[src/rtl/brkpt_pkg.sv]
// Shared definitions for the breakpoint sequencing controller:
// state encoding, console register map and control-word bit positions.
package brkpt_pkg;

    localparam int unsigned NUM_BRK_DEF   = 4;
    localparam int unsigned CNT_WIDTH_DEF = 16;
    localparam int unsigned ADDR_W        = 3;

    typedef enum logic [1:0] {
        DISARMED = 2'd0,
        ARMED    = 2'd1,
        HALTREQ  = 2'd2,
        HALTED   = 2'd3
    } brk_state_e;

    localparam logic [ADDR_W-1:0] BR_EN    = 3'd0;
    localparam logic [ADDR_W-1:0] BR_CTL   = 3'd1;
    localparam logic [ADDR_W-1:0] BR_PASS0 = 3'd4;

    localparam int unsigned CTL_ARM    = 0;
    localparam int unsigned CTL_CLRHIT = 1;
    localparam int unsigned CTL_DISARM = 2;

endpackage

[src/rtl/brkpt_passcnt.sv]
// One breakpoint's pass-count preset register and its down-counter.
// The counter reloads from the preset only on load; preset writes never disturb it.
module brkpt_passcnt
    import brkpt_pkg::*;
#(
    parameter int unsigned CNT_WIDTH = CNT_WIDTH_DEF
) (
    input  logic                 clk,
    input  logic                 rst,
    input  logic                 wr,
    input  logic [CNT_WIDTH-1:0] wdata,
    input  logic                 load,
    input  logic                 dec,
    output logic                 zero_c
);

    logic [CNT_WIDTH-1:0] preset_q, preset_d;
    logic [CNT_WIDTH-1:0] cnt_q, cnt_d;

    always_comb begin
        preset_d = preset_q;
        cnt_d    = cnt_q;
        if (wr) begin
            preset_d = wdata;
        end
        if (load) begin
            cnt_d = preset_q;
        end else if (dec && (cnt_q != '0)) begin
            cnt_d = cnt_q - CNT_WIDTH'(1);
        end
    end

    always_ff @(posedge clk or posedge rst) begin
        if (rst) begin
            preset_q <= '0;
            cnt_q    <= '0;
        end else begin
            preset_q <= preset_d;
            cnt_q    <= cnt_d;
        end
    end

    assign zero_c = (cnt_q == '0);

endmodule

[src/rtl/brkpt_ctrl.sv]
// Breakpoint sequencer: qualifies comparator matches with enables and pass counts,
// keeps sticky hit flags and drives a re-pulsing halt request until the CPU acknowledges.
module brkpt_ctrl
    import brkpt_pkg::*;
#(
    parameter int unsigned NUM_BRK     = NUM_BRK_DEF,
    parameter int unsigned CNT_WIDTH   = CNT_WIDTH_DEF,
    parameter int unsigned ACK_TIMEOUT = 255
) (
    input  logic                 clk,
    input  logic                 rst,
    input  logic                 cpuCYC,
    input  logic [NUM_BRK-1:0]   brMATCH,
    input  logic                 cpuHALTACK,
    input  logic                 cslWR,
    input  logic [ADDR_W-1:0]    cslADDR,
    input  logic [CNT_WIDTH-1:0] cslDATA,
    output logic                 brHALT,
    output logic [NUM_BRK-1:0]   brHIT,
    output logic                 brARMED,
    output logic                 brPEND
);

    localparam int unsigned TMO_W = $clog2(ACK_TIMEOUT + 1);

    brk_state_e state_q, state_d;
    logic [TMO_W-1:0]   tmo_q, tmo_d;
    logic [NUM_BRK-1:0] en_q, en_d;
    logic [NUM_BRK-1:0] hit_q, hit_d;
    logic               halt_q, halt_d;
    logic               armed_q, armed_d;
    logic               pend_q, pend_d;

    logic               ctl_wr_c, arm_c, clr_c, disarm_c;
    logic               load_c;
    logic [NUM_BRK-1:0] ev_c, dec_c, new_hit_c, zero_c, pass_wr_c;

    // Console register decode
    always_comb begin
        ctl_wr_c = cslWR && (cslADDR == BR_CTL);
        arm_c    = ctl_wr_c && cslDATA[CTL_ARM];
        clr_c    = ctl_wr_c && cslDATA[CTL_CLRHIT];
        disarm_c = ctl_wr_c && cslDATA[CTL_DISARM];
        en_d     = en_q;
        if (cslWR && (cslADDR == BR_EN)) begin
            en_d = cslDATA[NUM_BRK-1:0];
        end
        for (int unsigned i = 0; i < NUM_BRK; i++) begin
            pass_wr_c[i] = cslWR && (cslADDR == ADDR_W'(BR_PASS0 + ADDR_W'(i)));
        end
    end

    // Next-state and output logic
    always_comb begin
        state_d   = state_q;
        tmo_d     = tmo_q;
        halt_d    = 1'b0;
        load_c    = 1'b0;
        ev_c      = '0;
        dec_c     = '0;
        new_hit_c = '0;

        if (disarm_c) begin
            state_d = DISARMED;
            tmo_d   = '0;
        end else begin
            case (state_q)
                DISARMED: begin
                    if (arm_c) begin
                        state_d = ARMED;
                        load_c  = 1'b1;
                    end
                end
                ARMED: begin
                    if (arm_c) begin
                        // Reload takes priority; a coincident match is dropped
                        load_c = 1'b1;
                    end else begin
                        ev_c      = {NUM_BRK{cpuCYC}} & brMATCH & en_q;
                        new_hit_c = ev_c & zero_c;
                        dec_c     = ev_c & ~zero_c;
                        if (new_hit_c != '0) begin
                            state_d = HALTREQ;
                            halt_d  = 1'b1;
                            tmo_d   = '0;
                        end
                    end
                end
                HALTREQ: begin
                    if (cpuHALTACK) begin
                        state_d = HALTED;
                        tmo_d   = '0;
                    end else if (tmo_q == TMO_W'(ACK_TIMEOUT)) begin
                        halt_d = 1'b1;
                        tmo_d  = '0;
                    end else begin
                        tmo_d = tmo_q + TMO_W'(1);
                    end
                end
                HALTED: begin
                    if (arm_c) begin
                        state_d = ARMED;
                        load_c  = 1'b1;
                    end
                end
                default: begin
                    state_d = DISARMED;
                end
            endcase
        end

        hit_d   = (clr_c ? '0 : hit_q) | new_hit_c;
        armed_d = (state_d == ARMED);
        pend_d  = (state_d == HALTREQ);
    end

    always_ff @(posedge clk or posedge rst) begin
        if (rst) begin
            state_q <= DISARMED;
            tmo_q   <= '0;
            en_q    <= '0;
            hit_q   <= '0;
            halt_q  <= 1'b0;
            armed_q <= 1'b0;
            pend_q  <= 1'b0;
        end else begin
            state_q <= state_d;
            tmo_q   <= tmo_d;
            en_q    <= en_d;
            hit_q   <= hit_d;
            halt_q  <= halt_d;
            armed_q <= armed_d;
            pend_q  <= pend_d;
        end
    end

    for (genvar g = 0; g < NUM_BRK; g++) begin : g_cnt
        brkpt_passcnt #(
            .CNT_WIDTH(CNT_WIDTH)
        ) u_cnt (
            .clk   (clk),
            .rst   (rst),
            .wr    (pass_wr_c[g]),
            .wdata (cslDATA),
            .load  (load_c),
            .dec   (dec_c[g]),
            .zero_c(zero_c[g])
        );
    end

    assign brHALT  = halt_q;
    assign brHIT   = hit_q;
    assign brARMED = armed_q;
    assign brPEND  = pend_q;

endmodule
[config.mk]
export PLATFORM = sky130hd
export DESIGN_NAME = brkpt_ctrl
export DESIGN_NICKNAME = d
export VERILOG_FILES = /design/src/rtl/brkpt_pkg.sv /design/src/rtl/brkpt_passcnt.sv /design/src/rtl/brkpt_ctrl.sv
export SDC_FILE = /design/constraint.sdc
export NUM_CORES = 1
export LEC_CHECK = 0
export CAP_MARGIN = 10
export CORE_AREA = 8 8 120 122
export DETAILED_ROUTE_END_ITERATION = 8
export DIE_AREA = 0 0 128 130
export HOLD_SLACK_MARGIN = 0.1
export PLACE_DENSITY = 0.81
export SLEW_MARGIN = 0
export SYNTH_ARGS = -nofsm -noshare
export SYNTH_HDL_FRONTEND = slang
export SYNTH_SLANG_ARGS = --single-unit
[constraint.sdc]
create_clock -name clk -period 6.98 [get_ports clk]
set_input_delay 1.396 -clock clk [delete_from_list [all_inputs] [get_ports clk]]
set_output_delay 1.396 -clock clk [all_outputs]
set_load 0.01 [all_outputs]
* After elaboration in Yosys (flattened, before gate mapping)
Index checks and enable logic that the tools add are counted.
** Operators by class
- $add $sub $neg :: 5
- $mul :: 0
- Divide/modulo/power cells :: 0
- $lt $le $gt $ge :: 0
- Eq/ne operators :: 13
- Shift operators :: 0
- Multiplexer cells :: 36
- Bitwise gates (word level) :: 6
- Reduce and logical (&&, ||, !) cells :: 32
** Operator list (number)
- two-way mux 16 bit :: 8
- zero test 16 bit :: 4
- nonzero test 16 bit :: 4
- subtractor 16 x 1 -> 16 bit (second input constant) :: 4
- two-way mux 8 bit :: 5
- two-way mux 4 bit :: 7
- bitwise AND 4 bit :: 4
- case mux 8 bit (2 select lines) :: 1
- logical AND 1 bit :: 13
- == test 3 bit (second input constant) :: 4
- two-way mux 2 bit :: 5
- adder 8 x 1 -> 8 bit (second input constant) :: 1
- == test 8 bit (second input constant) :: 1
- two-way mux 1 bit :: 8
- nonzero test 2 bit :: 4
- == test 2 bit (second input constant) :: 3
- != test 3 bit (second input constant) :: 2
- case mux 2 bit (3 select lines) :: 1
- == test 2 x 1 -> 1 bit (second input constant) :: 2
- NOT 4 bit :: 1
- bitwise OR 4 bit :: 1
- nonzero test 4 bit :: 1
- == test 3 x 1 -> 1 bit (second input constant) :: 1
- zero test 3 bit :: 1
- other kinds (6) :: 6
** Word-level totals
- Bits in registers :: 149
- Bits in latches :: 0
- Memory bits (writable) :: 0
- ROM bits :: 0
- Input bits :: 28
- Word-level logic and storage cells :: 107
- Memories kept :: 0

* Depth between registers and ports, before layout
- Depth in word-level cells :: 9
- Gate-level depth with buffers :: 9

* Cells and area by module
A second synthesis with hierarchy kept.
** Unflattened totals
- Cell total of the unflattened synthesis :: 771
- Area total of the unflattened synthesis :: 8059.0 um^2
** By module, submodules not included
- brkpt_passcnt :: instances 4, cells an instance 161, area an instance 1707.9 um^2, sequential area each 800.8 um^2
- brkpt_ctrl :: instances 1, cells an instance 127, area an instance 1227.4 um^2, sequential area each 525.5 um^2

* Worst setup path after synthesis
OpenSTA, ideal clock, no wires.
- Path type :: input -> register
- Start point :: input port cslADDR[2]
- End point :: register g_cnt[2].u_cnt.cnt_q[7]
- Setup time :: 0.145 ns
- Arrival :: 3.147 ns
- Required time :: 6.835 ns
- Setup slack :: 3.688 ns
- Stages on the path :: 9
- Path buffers :: 4
- Path through :: clkbuf_1 > nor4bb_1 > clkbuf_1 > nand2_1 > or3_1 > clkbuf_1 > clkbuf_1 > o311ai_0 > o211ai_1
** Between the ends
- Longest elaborated chain between the ends :: 8
- Elaborated cells on any way between the ends :: 13
- Classes of those cells :: 1 x eq/ne; 7 x mux; 5 x reduce/logical
** RTL lines
- from (decl) :: line brkpt_ctrl.sv:16 : input logic [ADDR_W-1:0] cslADDR,
- == test 3 x 1 -> 1 bit (*) :: line brkpt_ctrl.sv:40 : ctl_wr_c = cslWR && (cslADDR == BR_CTL);
- logical AND 1 bit (*) :: line brkpt_ctrl.sv:40
- logical AND 1 bit :: line brkpt_ctrl.sv:41 : arm_c = ctl_wr_c && cslDATA[CTL_ARM];
- two-way mux 4 bit :: line brkpt_ctrl.sv:75 : if (arm_c) begin
- two-way mux 4 bit :: line brkpt_ctrl.sv:67 : case (state_q)
- two-way mux 4 bit :: line brkpt_ctrl.sv:63 : if (disarm_c) begin
- logical AND 1 bit :: line brkpt_passcnt.sv:28 : end else if (dec && (cnt_q != '0)) begin
- nonzero test 2 bit (no source line)
- to (signal assigned) :: line brkpt_passcnt.sv:39 : cnt_q <= cnt_d;
- to (decl) :: line brkpt_passcnt.sv:18 : logic [CNT_WIDTH-1:0] cnt_q, cnt_d;
Mark *: on every way between the ends. The rest lies on a longest branch, timed or not.
A chain may end at the register's enable or synchronous reset.

* Final worst setup path
- Start point :: input port cslADDR[0]
- End point :: register g_cnt[0].u_cnt.cnt_q[4]
** Between the ends
- Longest elaborated chain between the ends :: 8
- Elaborated cells on any way between the ends :: 13
- Classes of those cells :: 1 x eq/ne; 7 x mux; 5 x reduce/logical
** RTL lines (line)
- == test 3 x 1 -> 1 bit (*) :: brkpt_ctrl.sv:40
- logical AND 1 bit (*) :: brkpt_ctrl.sv:40
- logical AND 1 bit :: brkpt_ctrl.sv:41
- two-way mux 4 bit :: brkpt_ctrl.sv:75
- two-way mux 4 bit :: brkpt_ctrl.sv:67
- two-way mux 4 bit :: brkpt_ctrl.sv:63
- logical AND 1 bit :: brkpt_passcnt.sv:28
- nonzero test 2 bit (no source line)
- to (signal assigned) :: brkpt_passcnt.sv:39
- to (decl) :: brkpt_passcnt.sv:18
Marked as above.

==> results.yml <==
clocking:
  insertion_delay_ps: 430
  cts.sinks: 149
  cts-root-buf: "clkbuf_16"
  cts_setup_buffers: 0
  clock_path_buffers: 2
  cts_tree: "done"
  htree_levels: 4
  cts_made_buffers: 17
  clk_pin_slew_ps: 60
  cts_resized: 0
  ctsHoldBuffers: 0
sta:
  hold_slack_ps: 479
  relSlewSlack: 0.297
  period_share: 0.634
  fmax_mhz: 226
  finalSetupViolCount: 0
  hold_violations: 0
  setup-tns-final_ps: 0
  rsz0062_at_grt: "false"
  period_needed_ps: 4430
  worst_slew_pin_slew_ps: 1050
  drv_slew: 0
  clock_skew_ps: 7.82
yosys:
  yosysTopAreaCell: "dfrtp_1"
  synthCells: 693
  synth_nets: 732
  synth.top_cell.area_share: 0.511
  synth_cell_types: 58
  yosys-top-cells-count: "dfrtp_1, nand2_1, mux2_2"
  ys_top_cells_by_area: "dfrtp_1, mux2_2, nand2_1, o21ai_0, nor2_1"
  synth-async-reset-ratio: 1.00
  yosysMostFrequentCell: "dfrtp_1"
  synth.cell_area_um2: 7290
  yosysSeqAreaShare: 0.511
  synth_area_per_cell_um2: 10.5
  synth_seq_cells: 149
  ys.warnings.count: 0
  synth-edff-count: 0
  ys.flop_type: "dfrtp_1"
hold_path:
  min_from: "g_cnt[1].u_cnt.preset_q[12]$_DFFE_PP0P_"
  hold_class: "flop to flop"
routing:
  ant_nets: 0
  vias: 5828
  drt-vias-per-instance: 6.45
  drc: 0
  highest_layer: "met4"
  first_pass_iters: 5
  avgRoutedWirePerCell_um: 20.2
  wl_met3_mm: 1.26
  drt_iter0_markers: 577
  wl_mm: 18.2
  route.met2.wl_mm: 8.58
  wl_met1_mm: 8.04
critical_path:
  cp.required_ps: 7250
  cp_max_fo: 67
  timing.rr.start: "state_q[1]$_DFF_PP0_"
  cp-end-kind: "flop"
  critical_path_class: "primary input to flop"
  crit_path_start: "cslADDR[0]"
  start_kind: "primary input"
  arrival_ps: 4690
power_and_ir_drop:
  power.density_nw_per_um2: 379
  switching_power_uw: 1080
  p_sw_frac: 0.340
  power_uw: 3170
  leakage_uw: 0.00350
  p_comb_frac: 0.277
  ir_worst_vdd_mv: 0.205
  p_clk_frac: 0.289
  intPower_uw: 2090
  power_frac_seq: 0.434
layout:
  fin_nets: 760
  fillers: 960
  drive_gt1_frac: 0.156
  fin_util: 0.675
  multi_input_area_um2: 3400
  register_area_um2: 3730
  area_growth_pct: 14.8
  fin_cells: 904
  antenna_cells: 0
floorplanning:
  fp-row-count: 41
  die_x_um: 128
  start_util: 0.587
  core_area_um2: 12400
  die_y_um: 130
  pin_count: 35
  die-area_um2: 16600
place:
  place.gp.congestion: 0.919
  hpwl_mm: 12.5
  port_buffers: 34
  placed_cells: 873
global_route:
  grt_pass1_vias: 5695
  overflow: 0
  grt_use_total: 0.231
  grt_max_degree: 84
  antenna_found_initial: 0
  grt_pass1_wl_mm: 29.9
run_status:
  status: "finished, final reports clean"
flow_run:
  max_cap_violations: 0
## layout make-up
class	count	share of cell area
multi-input cells	500	0.406
clock inverters	9	0.0154
repair buffers	38	0.0451
flip-flops and latches	149	0.445
well taps	172	0.0257
clock buffers	21	0.0550
inverters	15	0.00732
## logic make-up after synthesis
family / Yosys count / share of synthesized area
AND/OR/NAND/NOR: 253 / 0.176
multiplexers: 66 / 0.102
XOR/XNOR: 17 / 0.0204
AO/OA/AOI/OAI: 153 / 0.147
buffers and inverters: 44 / 0.0249
adder cells (fa/ha/maj): 11 / 0.0189
flip-flops: 149 / 0.511
## critical path, cell delays in order
cell	delay, ps
clkdlybuf4s50_1	630
nor4bb_1	830
nand2_1	320
nor3_2	170
buf_4	570
nor2_1	300
o21ai_0	260
o311ai_0	160
## layer usage
metal	up-vias	GRT usage
met3	36	0.0612
met4	0	0.0790
li1	2628	-
met5	-	0
met2	252	0.367
met1	2912	0.303
## path summary, 6_finish.rpt
check | to | slack (ps) | depth (start not counted)
setup / recovery | g_cnt[0].u_cnt.cnt_q[4]$_DFFE_PP0P_ | 2550 | 8
hold / removal | g_cnt[1].u_cnt.cnt_q[12]$_DFFE_PP0P_ | 480 | 2
setup reg to reg | g_cnt[0].u_cnt.cnt_q[10]$_DFFE_PP0P_ | 3780 | 8
hold reg to reg | g_cnt[1].u_cnt.cnt_q[12]$_DFFE_PP0P_ | 480 | 2
max in group asynchronous | tmo_q[5]$_DFFE_PP0P_ | 4150 | 3
min in group asynchronous | tmo_q[2]$_DFFE_PP0P_ | 1470 | 2
## flip-flops by register name, indices dropped and copies added (netlist names)
register / flops
g_cnt.u_cnt.cnt_q: 64
g_cnt.u_cnt.preset_q: 64
tmo_q: 8
brHIT: 4
en_q: 4
state_q: 2
brARMED: 1
brHALT: 1
brPEND: 1
## per-stage QoR
step                      cell area, um^2  setup slack (ps)
after floorplan                      7290              1580
after CTS                            8360              2660
after detailed placement             7770              2230
after global routing                 8380              2160
after global placement               7770              2320
final                                8380              2550
## power groups by stage
| stage | Combinational, uW | Sequential, uW | Clock (uW) |
|---|---|---|---|
| 6_report | 878 | 1380 | 918 |
| 5_1_grt | 979 | 1410 | 969 |
| 4_1_cts | 870 | 1370 | 929 |
| 3_5_place_dp | 858 | 1370 | 0 |
| 3_3_place_gp | 813 | 1360 | 0 |
| 2_1_floorplan | 656 | 1310 | 0 |
## cell usage in the layout (no fill, tap or decap), types with 5 or more instances in the layout
cell               n
dfrtp_1          149
clkbuf_16         17
a21oi_1           30
inv_1             14
a22o_1             5
or3_1             10
nor2_1            48
a31oi_1            5
nand2_1           81
nand3_1           14
a221o_1           13
o211ai_1          16
nand4_1            7
o221ai_1           5
nor3_1            24
and3_1             6
or4_1              8
clkdlybuf4s50_1   34
ha_1              11
xnor2_1           10
nor4_1            19
o311ai_0           9
xor2_1             7
mux2_2            66
o21ai_0           39
(Power assumes the default switching activity.)
